## src/rtl/bus_ctrl_pkg.sv

```systemverilog
// Shared definitions for the uplink frame arbiter: FSM states, grant
// encodings and the default header / idle word values.
package bus_ctrl_pkg;

  localparam int DATA_W = 10;
  localparam int CNT_W  = 9;

  typedef enum logic [1:0] {
    S_IDLE = 2'd0,
    S_HDR  = 2'd1,
    S_XFER = 2'd2,
    S_GAP  = 2'd3
  } state_t;

  localparam logic [1:0] GRANT_NONE = 2'b00;
  localparam logic [1:0] GRANT_DATA = 2'b01;
  localparam logic [1:0] GRANT_STAT = 2'b10;

  localparam logic [DATA_W-1:0] HDR_DATA_DEF  = 10'h155;
  localparam logic [DATA_W-1:0] HDR_STAT_DEF  = 10'h2AA;
  localparam logic [DATA_W-1:0] IDLE_WORD_DEF = 10'h0FA;

endpackage

```

## src/rtl/rr_arbiter2.sv

```systemverilog
// Two-requester round-robin arbiter. Bit 0 is the data channel, bit 1 the
// status channel. The pointer remembers which side wins the next tie and
// only moves when a grant is actually issued.
module rr_arbiter2
  import bus_ctrl_pkg::*;
(
  input  logic       clk,
  input  logic       rst_n,
  input  logic       en,
  input  logic [1:0] req,
  output logic [1:0] gnt
);

  logic stat_first;

  // Pick a winner: a lone requester always wins, a tie goes to the pointer
  always_comb begin
    gnt = GRANT_NONE;
    if (en) begin
      if (req[1] && (stat_first || !req[0])) begin
        gnt = GRANT_STAT;
      end else if (req[0]) begin
        gnt = GRANT_DATA;
      end
    end
  end

  // Pointer favours whichever channel did not win the last grant
  always_ff @(posedge clk or negedge rst_n) begin
    if (!rst_n) begin
      stat_first <= 1'b1;
    end else if (gnt != GRANT_NONE) begin
      stat_first <= gnt[0];
    end
  end

endmodule

```

## src/rtl/ul_frame_arbiter.sv

```systemverilog
// Uplink frame arbiter: merges a data and a status word stream into framed
// uplink traffic. Each frame is a header word followed by the granted
// channel's words, ends on Last or after MAX_WORDS words, and is followed by
// GAP_CYCLES idle cycles. Losing the link aborts the frame in progress.
module ul_frame_arbiter
  import bus_ctrl_pkg::*;
#(
  parameter int                MAX_WORDS  = 256,
  parameter int                GAP_CYCLES = 2,
  parameter logic [DATA_W-1:0] HDR_DATA   = HDR_DATA_DEF,
  parameter logic [DATA_W-1:0] HDR_STAT   = HDR_STAT_DEF,
  parameter logic [DATA_W-1:0] IDLE_WORD  = IDLE_WORD_DEF
) (
  input  logic              Clk10MHz,
  input  logic              nRst,
  input  logic              LinkUp,
  input  logic              DataReq,
  input  logic [DATA_W-1:0] DataWord,
  input  logic              DataLast,
  output logic              DataAck,
  input  logic              StatReq,
  input  logic [DATA_W-1:0] StatWord,
  input  logic              StatLast,
  output logic              StatAck,
  output logic [DATA_W-1:0] outData,
  output logic              outDataEn,
  output logic [1:0]        Grant,
  output logic              AbortPulse,
  output logic              TruncPulse
);

  localparam int               GAP_W    = (GAP_CYCLES > 2) ? $clog2(GAP_CYCLES) : 1;
  localparam logic [GAP_W-1:0] GAP_LAST = GAP_W'(GAP_CYCLES - 1);
  localparam logic [CNT_W-1:0] CNT_LAST = CNT_W'(MAX_WORDS - 1);

  // Word counter saturates instead of wrapping
  function automatic logic [CNT_W-1:0] sat_inc(input logic [CNT_W-1:0] v);
    return (&v) ? v : v + 1'b1;
  endfunction

  state_t              state, state_n;
  logic [1:0]          grant, grant_n;
  logic [1:0]          arb_gnt;
  logic [1:0]          req_vec;
  logic                arb_en;
  logic [CNT_W-1:0]    cnt, cnt_n;
  logic [GAP_W-1:0]    gap_cnt, gap_cnt_n;
  logic                g_req, g_last;
  logic [DATA_W-1:0]   g_word;
  logic                xfer_ack, at_limit;
  logic [DATA_W-1:0]   out_data_n;
  logic                out_en_n, trunc_n, abort_n;

  assign req_vec = {StatReq, DataReq};
  assign arb_en  = (state == S_IDLE) && LinkUp;
  assign Grant   = grant;

  rr_arbiter2 u_rr (
    .clk   (Clk10MHz),
    .rst_n (nRst),
    .en    (arb_en),
    .req   (req_vec),
    .gnt   (arb_gnt)
  );

  // Route the granted channel's show-ahead word to the framer
  always_comb begin
    g_req  = 1'b0;
    g_word = DataWord;
    g_last = 1'b0;
    case (grant)
      GRANT_DATA: begin
        g_req  = DataReq;
        g_word = DataWord;
        g_last = DataLast;
      end
      GRANT_STAT: begin
        g_req  = StatReq;
        g_word = StatWord;
        g_last = StatLast;
      end
      default: ;
    endcase
  end

  // The MAX_WORDS-th word is being offered when the count sits one below it
  assign at_limit = (cnt == CNT_LAST);
  assign xfer_ack = (state == S_XFER) && LinkUp && g_req;

  // FSM state register
  always_ff @(posedge Clk10MHz or negedge nRst) begin
    if (!nRst) begin
      state <= S_IDLE;
    end else begin
      state <= state_n;
    end
  end

  // FSM next-state logic
  always_comb begin
    state_n = state;
    case (state)
      S_IDLE: if (arb_gnt != GRANT_NONE) state_n = S_HDR;
      S_HDR:  state_n = LinkUp ? S_XFER : S_IDLE;
      S_XFER: begin
        if (!LinkUp) begin
          state_n = S_IDLE;
        end else if (xfer_ack && (g_last || at_limit)) begin
          state_n = S_GAP;
        end
      end
      S_GAP:  if (gap_cnt == GAP_LAST) state_n = S_IDLE;
      default: state_n = S_IDLE;
    endcase
  end

  // FSM outputs: combinational acks plus next values for the registered outputs
  always_comb begin
    DataAck    = xfer_ack && (grant == GRANT_DATA);
    StatAck    = xfer_ack && (grant == GRANT_STAT);
    out_en_n   = 1'b0;
    out_data_n = IDLE_WORD;
    trunc_n    = 1'b0;
    abort_n    = 1'b0;
    cnt_n      = cnt;
    grant_n    = grant;
    gap_cnt_n  = '0;
    case (state)
      S_IDLE: begin
        if (arb_gnt != GRANT_NONE) begin
          grant_n = arb_gnt;
          cnt_n   = '0;
        end
      end
      S_HDR: begin
        if (LinkUp) begin
          out_en_n   = 1'b1;
          out_data_n = (grant == GRANT_STAT) ? HDR_STAT : HDR_DATA;
        end else begin
          abort_n = 1'b1;
          grant_n = GRANT_NONE;
        end
      end
      S_XFER: begin
        if (!LinkUp) begin
          abort_n = 1'b1;
          grant_n = GRANT_NONE;
        end else if (xfer_ack) begin
          out_en_n   = 1'b1;
          out_data_n = g_word;
          cnt_n      = sat_inc(cnt);
          trunc_n    = at_limit && !g_last;
        end
      end
      S_GAP: begin
        if (gap_cnt == GAP_LAST) begin
          grant_n = GRANT_NONE;
        end else begin
          gap_cnt_n = gap_cnt + 1'b1;
        end
      end
      default: ;
    endcase
  end

  // Registered output word, event pulses, grant and counters
  always_ff @(posedge Clk10MHz or negedge nRst) begin
    if (!nRst) begin
      outData    <= IDLE_WORD;
      outDataEn  <= 1'b0;
      AbortPulse <= 1'b0;
      TruncPulse <= 1'b0;
      grant      <= GRANT_NONE;
      cnt        <= '0;
      gap_cnt    <= '0;
    end else begin
      outData    <= out_data_n;
      outDataEn  <= out_en_n;
      AbortPulse <= abort_n;
      TruncPulse <= trunc_n;
      grant      <= grant_n;
      cnt        <= cnt_n;
      gap_cnt    <= gap_cnt_n;
    end
  end

endmodule

```

## config.mk

```make
export PLATFORM = sky130hd
export DESIGN_NAME = ul_frame_arbiter
export DESIGN_NICKNAME = d
export VERILOG_FILES = /design/src/rtl/bus_ctrl_pkg.sv /design/src/rtl/rr_arbiter2.sv /design/src/rtl/ul_frame_arbiter.sv
export SDC_FILE = /design/constraint.sdc
export NUM_CORES = 1
export LEC_CHECK = 0
export CAP_MARGIN = 20
export CORE_MARGIN = 5
export CORE_UTILIZATION = 52
export DETAILED_ROUTE_END_ITERATION = 6
export PLACE_DENSITY = 0.82
export SLEW_MARGIN = 20
export SYNTH_ARGS = -nofsm -noshare
export SYNTH_HDL_FRONTEND = slang
export SYNTH_HIERARCHICAL = 1
export SYNTH_SLANG_ARGS = --single-unit
```

## constraint.sdc

```tcl
create_clock -name Clk10MHz -period 3.86 [get_ports Clk10MHz]
set_clock_uncertainty 0.05 [all_clocks]
set_input_delay 0.772 -clock Clk10MHz [delete_from_list [all_inputs] [get_ports Clk10MHz]]
set_output_delay 0.772 -clock Clk10MHz [all_outputs]
set_load 0.03 [all_outputs]
```

## Yosys cells after proc, flatten, opt, wreduce, memory -nomap -nowiden

Cells that the tools add are included.

- Flip-flop bits (word level): 28
- Input bits: 27
- Output and inout port bits: 17
- Word-level logic and storage cells: 80

- $add $sub $neg: 2
- Equal/unequal tests: 13
- Mux-type cells: 36
- Reduce and logical (&&, ||, !) cells: 20

Operators by type and width:

| cell | count |
|---|---|
| 10-bit two-way mux | 5 |
| 9-bit two-way mux | 4 |
| 10-bit case mux with 2 select lines | 1 |
| 2-bit two-way mux | 9 |
| 9-bit case mux with 2 select lines | 1 |
| 1-bit two-way mux | 11 |
| 2-bit != test (second input constant) | 5 |
| 9-bit by 1-bit adder with 9-bit output (second input constant) | 1 |
| 9-bit by 8-bit == test with 1-bit output (second input constant) | 1 |
| 9-bit AND reduction | 1 |
| 1-bit logical AND | 8 |
| 2-bit case mux with 4 select lines | 1 |
| 2-bit == test (second input constant) | 3 |
| 1-bit case mux with 2 select lines | 3 |
| 2-bit case mux with 3 select lines | 1 |
| 3-bit AND reduction | 2 |
| 5-bit AND reduction | 1 |
| 2-bit by 1-bit == test with 1-bit output (second input constant) | 2 |
| 2-bit nonzero test | 2 |
| 3-bit by 2-bit != test with 1-bit output (second input constant) | 1 |
| 1-bit logical NOT | 2 |
| 2-bit logical NOT | 1 |
| 1-bit logical OR | 2 |
| 2-bit by 1-bit != test with 1-bit output (second input constant) | 1 |
| 2 further kinds | 2 |

## Depth between registers and ports, before layout

Gate-level depths: netlist of the first run.

- Depth in word-level cells: 8
- Mapped depth: 9
- Gate-level depth less buffers: 9

## Hierarchy

The synthesis of the first run kept the hierarchy.

By module, submodules not included:

| module | instances | cells an instance | area an instance (um2) | sequential area each (um2) |
|---|---|---|---|---|
| ul_frame_arbiter | 1 | 165 | 1635.3 | 683.2 |
| rr_arbiter2 | 1 | 8 | 62.6 | 26.3 |

## Worst setup path after synthesis of the first run

No wires, ideal clock.

- Path kind: input to output
- Start point: input LinkUp
- End point: output DataAck
- Arrival time: 1.690 ns
- Required time: 3.038 ns
- Path slack: 1.348 ns
- Stages: 5
- Buffers on the path: 2
- Cells stage by stage: buf_2 nand2_1 nor3_1 buf_2 and2_1

- Cells in the longest elaborated chain, start to end: 3

Ends and longest elaborated chain:

| element | RTL line | source |
|---|---|---|
| from (decl) | ul_frame_arbiter.sv:16 | `input logic LinkUp,` |
| 1-bit logical AND (2 in a row) | ul_frame_arbiter.sv:88 | `assign xfer_ack = (state == S_XFER) && LinkUp && g_req;` |
| 1-bit logical AND | ul_frame_arbiter.sv:119 | `DataAck = xfer_ack && (grant == GRANT_DATA);` |
| to (decl) | ul_frame_arbiter.sv:20 | `output logic DataAck,` |

Every way passes these cells.

## Worst setup path in the final report of the first run

- Start point: register state[0]
- End point: output StatAck

- Cells in the longest elaborated chain, start to end: 4

Ends and longest elaborated chain:

| element | RTL line | source |
|---|---|---|
| from (decl) | ul_frame_arbiter.sv:41 | `state_t state, state_n;` |
| from (signal assigned) | ul_frame_arbiter.sv:95 | `state <= state_n;` |
| 2-bit == test | ul_frame_arbiter.sv:88 |  |
| 1-bit logical AND (2 in a row) | ul_frame_arbiter.sv:88 |  |
| 1-bit logical AND | ul_frame_arbiter.sv:120 | `StatAck = xfer_ack && (grant == GRANT_STAT);` |
| to (decl) | ul_frame_arbiter.sv:24 | `output logic StatAck,` |

Every way passes these cells.

==> out/metrics.yaml, run 1 <==
outcome: "complete, no violations"
synth_warnings: 6
yosysTopAreaCell: "dfrtp_1"
pwr_density_cell_mw_per_mm2: 616
cap_violations: 0
place.gp.congestion: 0.857
route.detailed.drc: 0
core-area_mm2: 0.00310
cp-start-kind: "register"
vias: 1543
dieArea_mm2: 0.00451
end_kind: "primary output"
finalHoldViolations: 0
critPathArrivalTime_ns: 2.52
hold_class: "reg -> reg"
power.total_w: 0.00137
yosys.area.top_type_share_pct: 31.0
fillCellCount: 253
clock-sinks: 28
cts_hold_buf: 0
fin_ws_ns: 0.519
post_cts_buffers: 0
relSlewSlack_pct: 53.9
overflow: 0
drt_iter0_drc: 85
grt_max_degree: 29
cp.required_ns: 3.04
mappedNetlistArea_mm2: 0.00170
drive_gt1_share_pct: 14.4
post-place-ws_ns: 0.808
ctsResizeCount: 0
synthTopCellsByCount: "dfrtp_1, nand2_1, ha_1, inv_1, nand3_1"
grt_antenna_before_repair: 0
cp_max_fo: 20
io_buffer_count: 43
design_area_mm2: 0.00223
diodes: 0
worst_slew_pin_slew_ns: 0.691
yosysSeqAreaShare_pct: 41.8
start_util_pct: 54.7
period_share_pct: 86.6
ant_nets: 0
grt_setup_unrepaired: "false"
slew_viol_final: 0
cts_root_buf: "clkbuf_4"
grt_pass1_vias: 1545
ys_ff_latch: 28
grt_first_pass_wirelength_um: 7060
reg2regPathDepth: 8
period_minus_slack_ns: 3.34
wire_per_inst_um: 16.0
multi_input_area_um2: 915
final_nets: 254
max_freq_mhz: 299
p_leak_nw: 0.963
syn_nets: 210
area_growth_pct: 31.2
synthTopCellsByArea: "dfrtp_1, dfstp_2, ha_1"
syn_avg_cell_area_um2: 9.81
min_path_cells: 1
ctsHtreeMaxLevel: 1
top_level_ports: 44
vdd.ir_drop.worst_uv: 352
wirelength_um: 4170
dr.pass1.iters: 5
cts.clk_slew.worst_paths_ns: 0.15
clockBufferDepth: 2
vias_per_cell: 5.93
dp_hpwl_um: 3180
cts_tree: "yes"
seq_area_um2: 709
clkLatencyLatePin_ns: 0.34
numCtsBuffers: 3
fin_tns_setup_ns: 0
die_x_um: 67.1
synthCells: 173
setup_viol: 0
utilization_pct: 71.8
synth_cell_types: 46
path_class: "reg -> out"
grt.total_usage_pct: 20.5
die_height_um: 67.1
async_flop_share_pct: 100
placed_cell_area_mm2: 0.00218
synth-main-ff-cell: "dfrtp_1"
core.rowCount: 20
synth-edff-count: 0
## logic make-up (layout without fill, tap and decap cells)
| group | Yosys count | count (layout) | synth area share (%) |
|---|---|---|---|
| flip-flops | 28 | 28 | 41.8 |
| adder cells (fa/ha/maj) | 10 | 10 | 7.37 |
| buffers and inverters | 18 | 61 | 4.35 |
| AND/OR/NAND/NOR | 69 | 69 | 23.7 |
| multiplexers | 10 | 10 | 6.41 |
| AO/OA/AOI/OAI | 38 | 38 | 16.4 |
## cell type report
type / count / area share, %
clock inverter: 1 / 1.35
sequential: 28 / 31.8
inverter: 9 / 1.52
timing repair buffer: 48 / 20.8
clock buffer: 3 / 1.01
multi-input combinational: 127 / 41.0
tap: 44 / 2.47
## through the flow
stage,cells,hold WS [ns]
5_1_grt,260,0.410
3_5_place_dp,256,0.376
2_1_floorplan,173,0.339
3_3_place_gp,256,0.361
4_1_cts,260,0.397
6_report,260,0.400
## where the power goes
group	switching (W)	total (W)	internal, W
logic	0.000450	0.000748	0.000298
clock network	0.0000916	0.000197	0.000105
registers	0.0000333	0.000427	0.000393
## worst max-delay path, stage by stage, from the launching register on
cell and delay, ns:
dfrtp_1 0.43, inv_1 0.14, ha_1 0.63, nand2_1 0.24, nor3_1 0.25, buf_4 0.21, and2_1 0.13, buf_4 0.15
## metal layers
layer / global-route usage, % / wire length [um]
met3: 4.33 / 316
met2: 35.0 / 1950
met1: 25.0 / 1780
met4: 8.86 / 123
met5: 0 / 0
## sequential cells by signal (all words and copies together) (netlist names)
signal / cells
outData: 10
outDataEn: 1
AbortPulse: 1
TruncPulse: 1
cnt: 9
gap_cnt: 1
state: 2
u_rr/stat_first: 1
Grant: 2
## path summary, 6_finish.rpt
check	startpoint	to	slack (ns)
max in group asynchronous	nRst	outData[4]	2.73
setup reg to reg	state[0]	cnt[3]	1.38
setup / recovery	state[0]	StatAck	0.52
hold / removal	gap_cnt	gap_cnt	0.40
hold reg to reg	gap_cnt	gap_cnt	0.40
min in group asynchronous	nRst	cnt[3]	0.73
## placed cells by master (no fill, tap or decap), types with 2 or more instances in the layout
master	netlist	routed
a21boi_0	3	3
a21oi_1	5	5
a221o_1	2	2
a31oi_1	4	4
and2_1	4	4
and3_1	2	2
buf_4	0	7
clkbuf_4	0	3
clkdlybuf4s50_1	0	41
dfrtp_1	21	21
dfstp_2	7	7
ha_1	10	10
inv_1	9	9
mux2_2	7	7
mux2i_1	3	3
nand2_1	21	21
nand2b_1	2	2
nand3_1	9	9
nand4_1	7	7
nand4b_1	3	3
nor2_1	4	4
nor2b_1	3	3
nor3b_1	2	2
nor4_1	3	3
o21ai_0	8	8
o221ai_1	2	2
o22ai_1	2	2
or3_1	2	2
(Power assumes the default switching activity.)
==> run 2, diff against run 1 <==
--- a/config.mk
+++ b/config.mk
@@ -11,5 +11,5 @@
 export DETAILED_ROUTE_END_ITERATION = 6
 export PLACE_DENSITY = 0.82
-export SLEW_MARGIN = 20
+export SLEW_MARGIN = 40
 export SYNTH_ARGS = -nofsm -noshare
 export SYNTH_HDL_FRONTEND = slang
--- a/constraint.sdc
+++ b/constraint.sdc
@@ -3,3 +3,3 @@
 set_input_delay 0.772 -clock Clk10MHz [delete_from_list [all_inputs] [get_ports Clk10MHz]]
 set_output_delay 0.772 -clock Clk10MHz [all_outputs]
-set_load 0.03 [all_outputs]
+set_load 0.02 [all_outputs]
==> run 2 against run 1 <==
- design area is 0.17% lower
- clock power decreased by 27%
- wire length shrank 0.46%
- cell count grew 0.38%
- sequential share of layout area grew 0.054 points
- total power decreased by 6.7%
- combinational power shrank 5.1%
- die area did not move
- count of clock-buffer cells in the layout rose by 1
- via count decreased by 1.7%
- global-route usage about the same
- critical path type is now in -> out
- highest routed layer unchanged
==> out/metrics.yaml, run 2 (synthesized netlist as in run 1, its figures left out) <==
dieArea_mm2: 0.00451
grt_pass1_vias: 1568
ctsResizeCount: 0
outcome: "complete, no violations"
place.gp.congestion: 0.882
dr.pass1.iters: 5
relSlewSlack_pct: 64.6
drt_iter0_drc: 83
clock-sinks: 28
wire_per_inst_um: 15.9
pwr_density_cell_mw_per_mm2: 575
grt.total_usage_pct: 20.5
worst_path_max_delay_cell: "clkdlybuf4s50_1"
grt_setup_unrepaired: "false"
layout_common_cells: "clkdlybuf4s50_1, dfrtp_1, nand2_1, ha_1"
cp_max_fo: 9
cp-start-kind: "input pin"
numCtsBuffers: 3
setup_viol: 0
final_nets: 255
placed_cell_area_mm2: 0.00219
core.rowCount: 20
cts_tree: "yes"
fin_cells: 261
die_x_um: 67.1
io_buffer_count: 43
design_area_mm2: 0.00222
post_cts_buffers: 0
fin_tns_setup_ns: 0
overflow: 0
route.detailed.drc: 0
path_cells: "clkdlybuf4s50_1 > a22oi_4 > nor3_1 > and2_1 > clkdlybuf4s50_1"
top_level_ports: 44
largest_reg_flops: 10
final_common_cell: "clkdlybuf4s50_1"
worst_slew_pin_slew_ns: 0.525
die_height_um: 67.1
start_util_pct: 54.7
core-area_mm2: 0.00310
cap_violations: 0
diodes: 0
area_growth_pct: 31.0
cts_hold_buf: 0
period_share_pct: 89.2
vdd.ir_drop.worst_uv: 427
end_kind: "primary output"
utilization_pct: 71.7
ant_nets: 0
clockBufferDepth: 2
finalHoldViolations: 0
grt_antenna_before_repair: 0
power.total_w: 0.00128
slowest_delay_ns: 0.60
place_inst: 257
cts.clk_slew.worst_paths_ns: 0.15
slew_viol_final: 0
period_minus_slack_ns: 3.44
path_class: "in -> out"
wirelength_um: 4150
p_leak_nw: 0.958
ctsHtreeMaxLevel: 1
grt_first_pass_wirelength_um: 7180
vias: 1517
cts_root_buf: "clkbuf_4"
cp.required_ns: 3.04
grt_max_degree: 29
regMostFlops: "outData"
dp_hpwl_um: 3130
clkLatencyLatePin_ns: 0.33
reg_top3: "outData x10, cnt x9"
crit_top_cell: "clkdlybuf4s50_1"
hold_class: "reg -> reg"
max_freq_mhz: 290
vias_per_cell: 5.81
critPathArrivalTime_ns: 2.62
drive_gt1_share_pct: 13.8
[run 2: cell count changes in the layout (fill, tap and decap cells not counted), sizes merged]
cell           before  now
buf                 7    6
bufinv              1    0
clkbuf              3    4
clkdlybuf4s50      41   43
[run 2: worst paths after layout]
kind,start,endpoint,slack [ns],depth (start not counted)
worst max register to register,state[0],cnt[3],1.42,8
worst max-delay path,StatReq,StatAck,0.42,5
max in group asynchronous,nRst,outData[6],2.70,2
min in group asynchronous,nRst,outData[0],0.75,2
worst min-delay path,gap_cnt,gap_cnt,0.44,1
worst min register to register,gap_cnt,gap_cnt,0.44,1
[run 2: report_power, final]
part | internal [W] | total, W | switching, W
clock | 0.0000578 | 0.000144 | 0.0000860
combinational | 0.000301 | 0.000710 | 0.000409
sequential | 0.000393 | 0.000425 | 0.0000320
[run 2: final cells by class]
type / count / area [um2]
clock buffer: 4 / 36.3
fill: 258 / 878
inverter: 9 / 33.8
multi-input combinational: 127 / 915
sequential: 28 / 709
tap: 44 / 55.1
timing repair buffer: 49 / 475
[run 2: worst max-delay path: cells and delay by family]
kind                   cells  cell delay (ns)
AO/OA/AOI/OAI              1             0.14
buffers and inverters      2             1.16
AND/OR/NAND/NOR            2             0.54
[run 2: per-layer routing]
metal / routed length (um) / GRT usage, % / up-vias
met5: 0 / 0 / -
met4: 96 / 7.85 / 0
met3: 345 / 3.33 / 12
met2: 1960 / 35.1 / 68
met1: 1750 / 25.8 / 716
li1: - / - / 721
[run 2: metrics by stage]
stage	hold WS (ns)	setup WS (ns)
2_1_floorplan	0.339	1.41
3_3_place_gp	0.360	0.459
3_5_place_dp	0.395	0.416
4_1_cts	0.414	0.410
5_1_grt	0.425	0.321
6_report	0.436	0.417
==> run 3, diff against run 2 <==
CORE_UTILIZATION = 55   (was 52)
DONT_BUFFER_PORTS = 1   (was default)
PLACE_DENSITY = 0.68   (was 0.82)
==> run 3 against run 2 <==
- critical endpoint unchanged
- highest routed layer unchanged
- combinational power decreased by 31%
- clock power decreased by 13%
- flip-flop and latch count unchanged
- critical path depth grew 1
==> out/metrics.yaml, run 3 (synthesized netlist as in run 1, its figures left out) <==
finalHoldViolations: 0
ctsHtreeMaxLevel: 1
ant_nets: 0
cts_root_buf: "clkbuf_4"
grt_max_degree: 29
met1_usage_pct: 22.8
cap_violations: 0
layout_common_cells: "dfrtp_1, nand2_1, ha_1, inv_1, nand3_1"
critPathArrivalTime_ns: 2.51
clkLatencyLatePin_ns: 0.33
die_height_um: 65.6
max_freq_mhz: 300
grt_busiest_layer: "met2"
diodes: 0
overflow: 0
cp-start-kind: "register"
vias: 1298
regMostFlops: "outData"
final_nets: 208
met2_usage_pct: 28.1
wirelength_um: 3510
cp_max_fo: 20
setup_viol: 0
cts_tree: "yes"
vias_per_cell: 6.39
fillCellCount: 260
hold_class: "in -> async"
route.detailed.drc: 0
grt.total_usage_pct: 17.1
numCtsBuffers: 3
p_leak_nw: 0.767
clock-sinks: 28
period_minus_slack_ns: 3.33
grt_use_met3_pct: 2.91
relSlewSlack_pct: 49.5
cts.clk_slew.worst_paths_ns: 0.15
worst_slew_pin_slew_ns: 0.758
dr.pass1.iters: 4
wire_per_inst_um: 17.3
grt_antenna_before_repair: 0
power.total_w: 0.00111
area_growth_pct: 2.51
core.rowCount: 20
utilization_pct: 58.0
post_cts_buffers: 0
drt_iter0_drc: 110
fin_tns_setup_ns: 0
top_level_ports: 44
clockBufferDepth: 2
pwr_density_cell_mw_per_mm2: 640
grt_first_pass_wirelength_um: 5740
largest_reg_flops: 10
grt_pass1_vias: 1249
ctsResizeCount: 0
grt_setup_unrepaired: "false"
dieArea_mm2: 0.00430
slew_viol_final: 0
io_buffer_count: 0
start_util_pct: 56.5
cts_hold_buf: 0
period_share_pct: 86.3
reg_top3: "outData x10, cnt x9"
end_kind: "primary output"
outcome: "complete, no violations"
core-area_mm2: 0.00300
drive_gt1_share_pct: 14.7
die_x_um: 65.6
vdd.ir_drop.worst_uv: 397
path_class: "reg -> out"
cp.required_ns: 3.04
dp_hpwl_um: 2670
place.gp.congestion: 0.860
==> run 3: changes by cell type in the layout (fill, tap and decap cells not counted) <==
cell	previous run	this run
clkbuf_8	1	0
clkdlybuf4s50_1	43	0
clkbuf_1	0	1
buf_4	6	2
==> run 3: per-stage QoR <==
step | area [um2] | cells | worst slack [ns] | hold slack, ns
finish | 1740 | 203 | 0.527 | 0.0530
global route | 1740 | 203 | 0.299 | 0.0338
CTS | 1740 | 203 | 0.551 | 0.0513
detailed placement | 1710 | 199 | 0.935 | 0.350
global placement | 1710 | 199 | 1.01 | 0.353
floorplan | 1700 | 173 | 1.41 | 0.339
==> run 3: final timing paths <==
check,slack [ns],to,depth (start not counted),start
min in group Clk10MHz,0.37,gap_cnt,1,gap_cnt
min,0.05,outData[9],0,nRst
max in group asynchronous,3.52,outData[5],0,nRst
max reg2reg,1.27,cnt[6],6,Grant[0]
max,0.53,StatAck,6,Grant[0]
min reg2reg,0.37,gap_cnt,1,gap_cnt
==> run 3: area by class of cell <==
| type | instances | area (um2) | area share, % |
|---|---|---|---|
| Multi-Input combinational cell | 127 | 915 | 52.6 |
| Inverter | 9 | 33.8 | 1.94 |
| Tap cell | 33 | 41.3 | 2.37 |
| Clock buffer | 4 | 26.3 | 1.51 |
| Timing Repair Buffer | 2 | 15.0 | 0.863 |
| Sequential cell | 28 | 709 | 40.8 |
==> run 3: worst max-delay path, stage by stage (launching register included) <==
cell and delay, ns:
dfrtp_1 0.50, inv_1 0.12, ha_1 0.66, a22oi_4 0.24, nor3_1 0.22, buf_4 0.19, and2_1 0.25
==> run 3: per-layer routing <==
layer | share of wire [%] | vias up
met5 | 0 | -
met3 | 6.3 | 5
li1 | - | 629
met2 | 46 | 57
met4 | 1.3 | 0
met1 | 47 | 607
==> run 3: report_power, final <==
group	switching [W]	internal, W	total (W)	leakage, nW
Clock	0.0000849	0.0000406	0.000125	0.0150
Sequential	0.000101	0.000397	0.000499	0.361
Combinational	0.000304	0.000185	0.000490	0.391
